<file path="src/rtl/core_bus_pkg.sv">
// Shared definitions for the core memory-port arbiter: FSM encoding, default
// bus widths and the byte step between consecutive 16-bit words.
package core_bus_pkg;

    localparam int ADDR_W_DEF = 16;
    localparam int DATA_W_DEF = 16;
    localparam int WORD_INC   = 2;

    typedef enum logic [1:0] {
        IDLE   = 2'b00,
        IF_OPC = 2'b01,
        IF_ARG = 2'b10,
        LS     = 2'b11
    } arb_state_e;

endpackage

</file>
<file path="src/rtl/mem_beat_reg.sv">
// Bus-side beat register: holds address/write strobe/write data stable and keeps
// mem_req up from grant until the owning FSM ends the access.
module mem_beat_reg
    import core_bus_pkg::*;
#(
    parameter int ADDR_W = ADDR_W_DEF,
    parameter int DATA_W = DATA_W_DEF
) (
    input  logic              clk_i,
    input  logic              rst_i,
    input  logic              start_i,
    input  logic              next_i,
    input  logic              stop_i,
    input  logic              we_i,
    input  logic [ADDR_W-1:0] addr_i,
    input  logic [DATA_W-1:0] wdata_i,
    input  logic              mem_ack_i,
    output logic              ack_o,
    output logic              mem_req_o,
    output logic              mem_we_o,
    output logic [ADDR_W-1:0] mem_addr_o,
    output logic [DATA_W-1:0] mem_wdata_o
);

    logic              req_q, req_d;
    logic              we_q, we_d;
    logic [ADDR_W-1:0] addr_q, addr_d;
    logic [DATA_W-1:0] wdata_q, wdata_d;

    always_comb begin
        req_d   = req_q;
        we_d    = we_q;
        addr_d  = addr_q;
        wdata_d = wdata_q;
        if (start_i) begin
            req_d   = 1'b1;
            we_d    = we_i;
            addr_d  = addr_i & ~ADDR_W'(1);
            wdata_d = wdata_i;
        end else if (next_i) begin
            // request stays up: the argument beat follows the opcode beat directly
            addr_d = addr_q + ADDR_W'(WORD_INC);
        end else if (stop_i) begin
            req_d = 1'b0;
        end
    end

    always_ff @(posedge clk_i) begin
        if (rst_i) begin
            req_q   <= 1'b0;
            we_q    <= 1'b0;
            addr_q  <= '0;
            wdata_q <= '0;
        end else begin
            req_q   <= req_d;
            we_q    <= we_d;
            addr_q  <= addr_d;
            wdata_q <= wdata_d;
        end
    end

    assign ack_o       = req_q & mem_ack_i;
    assign mem_req_o   = req_q;
    assign mem_we_o    = we_q;
    assign mem_addr_o  = addr_q;
    assign mem_wdata_o = wdata_q;

endmodule

</file>
<file path="src/rtl/mem_port_arbiter.sv">
// Shares the single memory port between the two-beat instruction fetch and load/store.
// state  | meaning
// IDLE   | no beat outstanding, arbitrate pending requests
// IF_OPC | opcode beat on the bus
// IF_ARG | argument beat on the bus
// LS     | load/store beat on the bus
module mem_port_arbiter
    import core_bus_pkg::*;
#(
    parameter int ADDR_W = ADDR_W_DEF,
    parameter int DATA_W = DATA_W_DEF
) (
    input  logic              clk_i,
    input  logic              rst_i,
    input  logic              if_req_i,
    input  logic [ADDR_W-1:0] if_addr_i,
    input  logic              if_flush_i,
    output logic [DATA_W-1:0] if_opc_o,
    output logic [DATA_W-1:0] if_arg_o,
    output logic              if_valid_o,
    input  logic              ls_req_i,
    input  logic              ls_we_i,
    input  logic [ADDR_W-1:0] ls_addr_i,
    input  logic [DATA_W-1:0] ls_wdata_i,
    output logic [DATA_W-1:0] ls_rdata_o,
    output logic              ls_done_o,
    output logic              hold_o,
    output logic              mem_req_o,
    output logic              mem_we_o,
    output logic [ADDR_W-1:0] mem_addr_o,
    output logic [DATA_W-1:0] mem_wdata_o,
    input  logic [DATA_W-1:0] mem_rdata_i,
    input  logic              mem_ack_i
);

    arb_state_e        state_q, state_d;
    logic              last_ls_q, last_ls_d;
    logic              kill_q, kill_d;
    logic              if_valid_q, if_valid_d;
    logic              ls_done_q, ls_done_d;
    logic [DATA_W-1:0] if_opc_q, if_opc_d;
    logic [DATA_W-1:0] if_arg_q, if_arg_d;
    logic [DATA_W-1:0] ls_rdata_q, ls_rdata_d;

    logic              beat_start, beat_next, beat_stop, beat_we, beat_ack;
    logic [ADDR_W-1:0] beat_addr;
    logic [DATA_W-1:0] beat_wdata;
    logic              if_pend, ls_pend, kill_now;

    // a requester whose done pulse is showing is still holding req for this cycle only
    assign if_pend  = if_req_i & ~if_valid_q & ~if_flush_i;
    assign ls_pend  = ls_req_i & ~ls_done_q;
    assign kill_now = kill_q | if_flush_i;

    always_comb begin
        state_d    = state_q;
        last_ls_d  = last_ls_q;
        kill_d     = kill_q;
        if_valid_d = 1'b0;
        ls_done_d  = 1'b0;
        if_opc_d   = if_opc_q;
        if_arg_d   = if_arg_q;
        ls_rdata_d = ls_rdata_q;
        beat_start = 1'b0;
        beat_next  = 1'b0;
        beat_stop  = 1'b0;
        beat_we    = 1'b0;
        beat_addr  = if_addr_i;
        beat_wdata = '0;
        unique case (state_q)
            IDLE: begin
                kill_d = 1'b0;
                if (if_pend && (!ls_pend || last_ls_q)) begin
                    beat_start = 1'b1;
                    state_d    = IF_OPC;
                end else if (ls_pend) begin
                    beat_start = 1'b1;
                    beat_we    = ls_we_i;
                    beat_addr  = ls_addr_i;
                    beat_wdata = ls_wdata_i;
                    state_d    = LS;
                end
            end
            IF_OPC: begin
                kill_d = kill_now;
                if (beat_ack) begin
                    if (kill_now) begin
                        beat_stop = 1'b1;
                        kill_d    = 1'b0;
                        state_d   = IDLE;
                    end else begin
                        if_opc_d  = mem_rdata_i;
                        beat_next = 1'b1;
                        state_d   = IF_ARG;
                    end
                end
            end
            IF_ARG: begin
                kill_d = kill_now;
                if (beat_ack) begin
                    beat_stop = 1'b1;
                    kill_d    = 1'b0;
                    state_d   = IDLE;
                    if (!kill_now) begin
                        if_arg_d   = mem_rdata_i;
                        if_valid_d = 1'b1;
                        last_ls_d  = 1'b0;
                    end
                end
            end
            LS: begin
                if (beat_ack) begin
                    beat_stop = 1'b1;
                    ls_done_d = 1'b1;
                    last_ls_d = 1'b1;
                    state_d   = IDLE;
                    if (!mem_we_o) begin
                        ls_rdata_d = mem_rdata_i;
                    end
                end
            end
            default: state_d = IDLE;
        endcase
    end

    always_ff @(posedge clk_i) begin
        if (rst_i) begin
            state_q    <= IDLE;
            last_ls_q  <= 1'b1;
            kill_q     <= 1'b0;
            if_valid_q <= 1'b0;
            ls_done_q  <= 1'b0;
            if_opc_q   <= '0;
            if_arg_q   <= '0;
            ls_rdata_q <= '0;
        end else begin
            state_q    <= state_d;
            last_ls_q  <= last_ls_d;
            kill_q     <= kill_d;
            if_valid_q <= if_valid_d;
            ls_done_q  <= ls_done_d;
            if_opc_q   <= if_opc_d;
            if_arg_q   <= if_arg_d;
            ls_rdata_q <= ls_rdata_d;
        end
    end

    mem_beat_reg #(
        .ADDR_W (ADDR_W),
        .DATA_W (DATA_W)
    ) u_beat (
        .clk_i       (clk_i),
        .rst_i       (rst_i),
        .start_i     (beat_start),
        .next_i      (beat_next),
        .stop_i      (beat_stop),
        .we_i        (beat_we),
        .addr_i      (beat_addr),
        .wdata_i     (beat_wdata),
        .mem_ack_i   (mem_ack_i),
        .ack_o       (beat_ack),
        .mem_req_o   (mem_req_o),
        .mem_we_o    (mem_we_o),
        .mem_addr_o  (mem_addr_o),
        .mem_wdata_o (mem_wdata_o)
    );

    assign if_opc_o   = if_opc_q;
    assign if_arg_o   = if_arg_q;
    assign if_valid_o = if_valid_q;
    assign ls_rdata_o = ls_rdata_q;
    assign ls_done_o  = ls_done_q;
    assign hold_o     = (if_req_i & ~if_valid_q) | (ls_req_i & ~ls_done_q);

endmodule

</file>
<file path="config.mk">
export PLATFORM = sky130hd
export DESIGN_NAME = mem_port_arbiter
export DESIGN_NICKNAME = d
export VERILOG_FILES = /design/src/rtl/core_bus_pkg.sv /design/src/rtl/mem_beat_reg.sv /design/src/rtl/mem_port_arbiter.sv
export SDC_FILE = /design/constraint.sdc
export NUM_CORES = 1
export LEC_CHECK = 0
export BUFFER_PORTS_ARGS = -buffer_cell sky130_fd_sc_hd__buf_2
export CAP_MARGIN = 20
export CORE_MARGIN = 1.5
export CORE_UTILIZATION = 43
export CTS_CLUSTER_SIZE = 16
export DETAILED_ROUTE_END_ITERATION = 10
export PLACE_DENSITY_LB_ADDON = 0.3
export SKIP_CTS_REPAIR_TIMING = 1
export SLEW_MARGIN = 0
export SYNTH_ARGS = -nofsm -noshare
export SYNTH_HDL_FRONTEND = slang
export SYNTH_SLANG_ARGS = --single-unit
</file>
<file path="constraint.sdc">
create_clock -name clk_i -period 1.6 [get_ports clk_i]
set_input_delay 0.08 -clock clk_i [delete_from_list [all_inputs] [get_ports clk_i]]
set_output_delay 0.08 -clock clk_i [all_outputs]
set_load 0.03 [all_outputs]
</file>
Yosys cells after proc, flatten, opt, wreduce, memory -nomap -nowiden
Cells that the tools add are included.
Widths: inputs -> output; s select.
{"block": "totals", "reg_bits": 88, "input_bits": 71, "output_inout_bits": 85, "elab_cells": 92}
{"block": "op_classes", "add_sub_neg": 1, "n_eq_ne": 10, "mux": 36, "n_bitwise": 13, "n_reduce_logical": 19}
{"operator": "$mux 16", "count": 8}
{"operator": "$mux 1", "count": 19}
{"operator": "$add 16x2->16 const B", "count": 1}
{"operator": "$reduce_and 3->1", "count": 4}
{"operator": "$mux 2", "count": 5}
{"operator": "$ne 2x2->1 const B", "count": 5}
{"operator": "$reduce_or 2->1", "count": 5}
{"operator": "$reduce_bool 2->1", "count": 4}
{"operator": "$not 1->1", "count": 7}
{"operator": "$pmux 1 s2", "count": 3}
{"operator": "$pmux 2 s3", "count": 1}
{"operator": "$and 1x1->1", "count": 4}
{"operator": "$eq 2x2->1 const B", "count": 2}
{"operator": "$reduce_and 4->1", "count": 1}
{"operator": "$ne 3x3->1 const B", "count": 1}
{"operator": "$eq 2x1->1 const B", "count": 1}
{"operator": "$logic_not 2->1", "count": 1}
{"operator": "$ne 2x1->1 const B", "count": 1}
{"operator": "$or 1x1->1", "count": 2}
{"operator": "$reduce_and 2->1", "count": 1}
{"operator": "$logic_and 1x1->1", "count": 1}
{"operator": "$logic_not 1->1", "count": 1}
{"operator": "$logic_or 1x1->1", "count": 1}

Depth between registers and ports, before layout
{"block": "logic_depth", "depth_word": 9, "ltp_mapped": 8, "depth_no_buf": 7}

Modules after synthesis
Synthesis repeated with hierarchy kept, for this count alone.
{"block": "unflattened", "hier_cells": 459, "area_unflattened_um2": 4013.8}
{"module": "mem_port_arbiter", "instances": 1, "cells_per_inst": 302, "area_per_inst_um2": 2502.4}
{"module": "mem_beat_reg", "instances": 1, "cells_per_inst": 157, "area_per_inst_um2": 1511.4}

Worst setup path after synthesis
Ideal clock, no wire load.
{"block": "synth_timing", "kind": "register to register", "start": "reg u_beat.addr_q[1], in the netlist u_beat.mem_addr_o[1]", "end": "reg u_beat.addr_q[15], in the netlist u_beat.mem_addr_o[15]", "setup_time_ns": 0.103, "arrival_ns": 1.744, "setup_slack_ns": -0.247, "path_stages_with_launch": 6, "period_less_slack_ns": 1.847, "path_cell_list": "dfxtp_1 ha_1 nand4_1 nor4_1 nor2_1 a2111oi_2"}
{"block": "synth_via", "elab_chain_cells": 3}
{"element": "start: declaration", "line_no": "mem_beat_reg.sv:27", "rtl": "logic [ADDR_W-1:0] addr_q, addr_d;"}
{"element": "start signal: assignment", "line_no": "mem_beat_reg.sv:57", "rtl": "addr_q <= addr_d;"}
{"element": "$add 16x2->16", "line_no": "mem_beat_reg.sv:42", "rtl": "addr_d = addr_q + ADDR_W'(WORD_INC);"}
{"element": "$mux 16", "line_no": "mem_beat_reg.sv:40", "rtl": "end else if (next_i) begin"}
{"element": "$mux 16", "line_no": "mem_beat_reg.sv:35", "rtl": "if (start_i) begin"}
No other way between the ends. The select of a mux whose other input is x is not followed.
A chain may end at the register's enable or synchronous reset.

Worst setup path in the final report
{"block": "layout_timing", "start": "reg kill_q", "end": "reg u_beat.addr_q[8], in the netlist u_beat.mem_addr_o[8]"}
{"block": "layout_via", "elab_chain_cells": 5}
{"element": "start: declaration", "line_no": "mem_port_arbiter.sv:38", "rtl": "logic kill_q, kill_d;"}
{"element": "start signal: assignment", "line_no": "mem_port_arbiter.sv:139", "rtl": "kill_q <= kill_d;"}
{"element": "$or 1x1->1", "line_no": "mem_port_arbiter.sv:53", "rtl": "assign kill_now = kill_q | if_flush_i;"}
{"element": "$mux 1", "line_no": "mem_port_arbiter.sv:87", "rtl": "if (kill_now) begin"}
{"element": "$mux 1"}
{"element": "$mux 1", "line_no": "mem_port_arbiter.sv:70", "rtl": "unique case (state_q)"}
{"element": "$reduce_bool 2->1 (no line)"}
No other way between the ends.

==> results.cfg <==
[final_layout]
fin_cells = 781
nNetsFinal = 748
fillers = 722
drive_above_1_share_pct = 37.4
area.growth.synth_to_final_pct = 48.7
diodes = 0

[grt]
antenna_found_initial = 0
grt_max_degree = 30
first_global_vias = 3570
grt-ovfl-total = 0
grt_util_all_layers_pct = 23.0
grt_pass1_wl_um = 16700

[detailed_routing]
drt_wl_total_um = 11400
topRoutingLayerUsed = met4
routed-wl-met2_um = 5650
post_drt_wl_per_cell_um = 14.6
wl_met1_um = 4860
first_pass_iters = 5
drt_iter0_markers = 142
via_count = 4130
vias_per_cell = 5.29
ant_nets = 0
wl_met3_um = 716
drc_errors = 0

[timing]
worstMarginPinSlew_ns = 0.514
period_needed_ns = 1.55
max-slew-margin-rel_pct = 65.7
setup_tns_ns = 0
timing.final.crit_share_pct = 96.7
rsz0062_at_grt = yes
hold_viol_final = 3
fmaxAchievable_mhz = 646
finalMaxSlewViolations = 0
fin_worst_skew_ns = 0.0126
timing.hold.ws_ns = -0.00700
setup_slack_ns = 0.0522
setup_viol = 0

[yosys]
post_synth_instance_area_um2 = 3750
ys_top_cells_by_area = dfxtp_1, nand2_1, a21oi_1
yosys_register_bits = 87
synthFlopType = dfxtp_1
syn_area_per_cell_um2 = 8.15
synth_top_area_share_pct = 46.5
ys_async_sr_fraction_pct = 0
yosys-top-cells-count = nand2_1, dfxtp_1, a21oi_1
syn_nets = 537
netlist_instances = 460
synth-edff-count = 0
synth.most_common_cell = nand2_1
synth_area_leader_cell = dfxtp_1
yosysSeqAreaShare_pct = 46.5
synthDistinctLibCells = 50
synth_warnings = 0

[clock_tree]
cts_sinks = 87
clock-root-buffer = clkbuf_8
clkTransAtPathRegs_ns = 0.09
cts_buffers = 9
h-tree-depth = 3
insertion_delay_ns = 0.36
ctsLongestPathBuffers = 2
cts_tree = built

[critical_path]
worstPathRequired_ns = 1.82
crit_family = simple AND/OR/NAND/NOR gates
startpoint_type = register
critPathArrivalTime_ns = 1.77
cp_max_fo = 5
critPathKind = register to register
cp_slowest_cell = and4bb_4
crit_chain = and4bb_4, nand2_2, o41ai_2, a2bb2oi_1, nor3_1
end_kind = register
reg2reg_slack_ns = 0.05
cp_slowest_stage_delay_ns = 0.38
worstRegToRegCells = 5
critPathBufInv = 0
rr_endpoint = u_beat.mem_addr_o[8]$_SDFFE_PP0P_
r2r-start = kill_q$_SDFFE_PP0P_

[power_and_ir_drop]
p_leak_nw = 2.47
ir_worst_vdd_uv = 1010
p_per_area_nw_per_um2 = 1200

[floorplanning]
rows = 33
core_area_um2 = 8340
dieHeight_um = 96.4
start_util_pct = 44.9
die_x_um = 96.4
dieArea_um2 = 9280
io_pins = 156

[worst_hold_path]
worstHoldEndpoint = if_opc_o[4]$_SDFFE_PP0P_
hold_path.class = primary input to register
holdPathStages = 3
worstHoldStart = mem_rdata_i[4]

[outcome]
outcome = complete, but fails checks
violations = negative hold slack

[place]
pre_cts_ws_ns = -0.115
dp.cells = 724
dp_hpwl_um = 7810
place_congestion = 0.867
port_buffers = 152

[job]
max_cap_violations = 0
-- flip-flops by register name (all words and copies together) (netlist names) --
name,flops
ls_done_o,1
u_beat.mem_req_o,1
if_valid_o,1
ls_rdata_o,16
last_ls_q,1
u_beat.mem_addr_o,15
kill_q,1
if_opc_o,16
if_arg_o,16
u_beat.mem_wdata_o,16
u_beat.mem_we_o,1
state_q,2
-- power breakdown --
part | total, W | switching (W) | internal [W]
clock | 0.00158 | 0.000851 | 0.000728
combinational | 0.00258 | 0.00147 | 0.00112
sequential | 0.00253 | 0.000162 | 0.00237
total | 0.00669 | 0.00248 | 0.00422
-- how the worst max path moves through the flow --
stage,to,cells past startpoint,startpoint
after floorplan,u_beat.mem_addr_o[15]$_SDFFE_PP0P_,4,u_beat.mem_addr_o[6]$_SDFFE_PP0P_
after global placement,u_beat.mem_addr_o[14]$_SDFFE_PP0P_,7,state_q[1]$_SDFFE_PP0P_
after detailed placement,u_beat.mem_addr_o[14]$_SDFFE_PP0P_,7,state_q[1]$_SDFFE_PP0P_
after CTS,u_beat.mem_addr_o[14]$_SDFFE_PP0P_,7,state_q[1]$_SDFFE_PP0P_
after global routing,u_beat.mem_addr_o[14]$_SDFFE_PP0P_,7,state_q[0]$_SDFFE_PP0P_
final,u_beat.mem_addr_o[8]$_SDFFE_PP0P_,5,kill_q$_SDFFE_PP0P_
-- through the flow --
stage          power, W  instance area [um2]  util, %
4_1_cts         0.00640                 5050     60.6
6_report        0.00669                 5570     66.8
5_1_grt         0.00709                 5570     66.8
3_3_place_gp    0.00479                 4850     58.1
3_5_place_dp    0.00484                 4850     58.1
2_1_floorplan   0.00405                 3770        -
-- metal layers --
layer	track usage, %	vias to the layer above
met4	6.04	0
met1	29.7	1930
met3	5.29	19
met2	38.6	153
li1	-	2028
met5	0	-
-- worst reg2reg max path, stage by stage (launching register included) --
cell,delay [ns]
dfxtp_1,0.33
and4bb_4,0.38
nand2_2,0.13
o41ai_2,0.30
a2bb2oi_1,0.21
nor3_1,0.07
-- cell usage in the layout, fill, tap and decap left out, types with 4 or more instances in the layout --
| cell | synthesis | layout |
|---|---|---|
| nor2_1 | 40 | 39 |
| buf_6 | 1 | 4 |
| o21ai_1 | 5 | 4 |
| dlygate4sd3_1 | 0 | 31 |
| clkbuf_8 | 0 | 10 |
| a32oi_1 | 4 | 4 |
| buf_2 | 10 | 152 |
| nand4_1 | 5 | 5 |
| inv_1 | 7 | 6 |
| nor3_1 | 12 | 11 |
| buf_4 | 3 | 38 |
| nand2_1 | 112 | 110 |
| a22o_1 | 9 | 9 |
| a22oi_1 | 18 | 18 |
| a21oi_1 | 61 | 60 |
| dfxtp_1 | 87 | 79 |
| buf_12 | 0 | 4 |
| nand3_1 | 9 | 9 |
| a31oi_1 | 4 | 4 |
| dfxtp_2 | 0 | 6 |
| xnor2_1 | 4 | 4 |
-- final cells by class --
cell class / instances / area (um2) / area share (%)
clock buffer: 11 / 163 / 2.92
clock inverter: 5 / 42.5 / 0.764
inverter: 7 / 26.3 / 0.472
multi-input combinational: 335 / 1930 / 34.7
sequential: 87 / 1760 / 31.5
tap: 105 / 131 / 2.36
timing repair buffer: 231 / 1520 / 27.3
-- logic make-up (layout without fill, tap and decap cells) --
logic type	after synthesis	in the layout	synth area share [%]
fa+ha+maj	6	6	2.00
xor+xnor	4	4	0.935
flops	87	87	46.5
mux	3	3	0.835
other cells	1	1	0.100
buf+inv	38	254	4.64
simple gates	198	198	23.5
compound gates	123	123	21.5
Note: power is estimated with default switching activity, not from simulation.
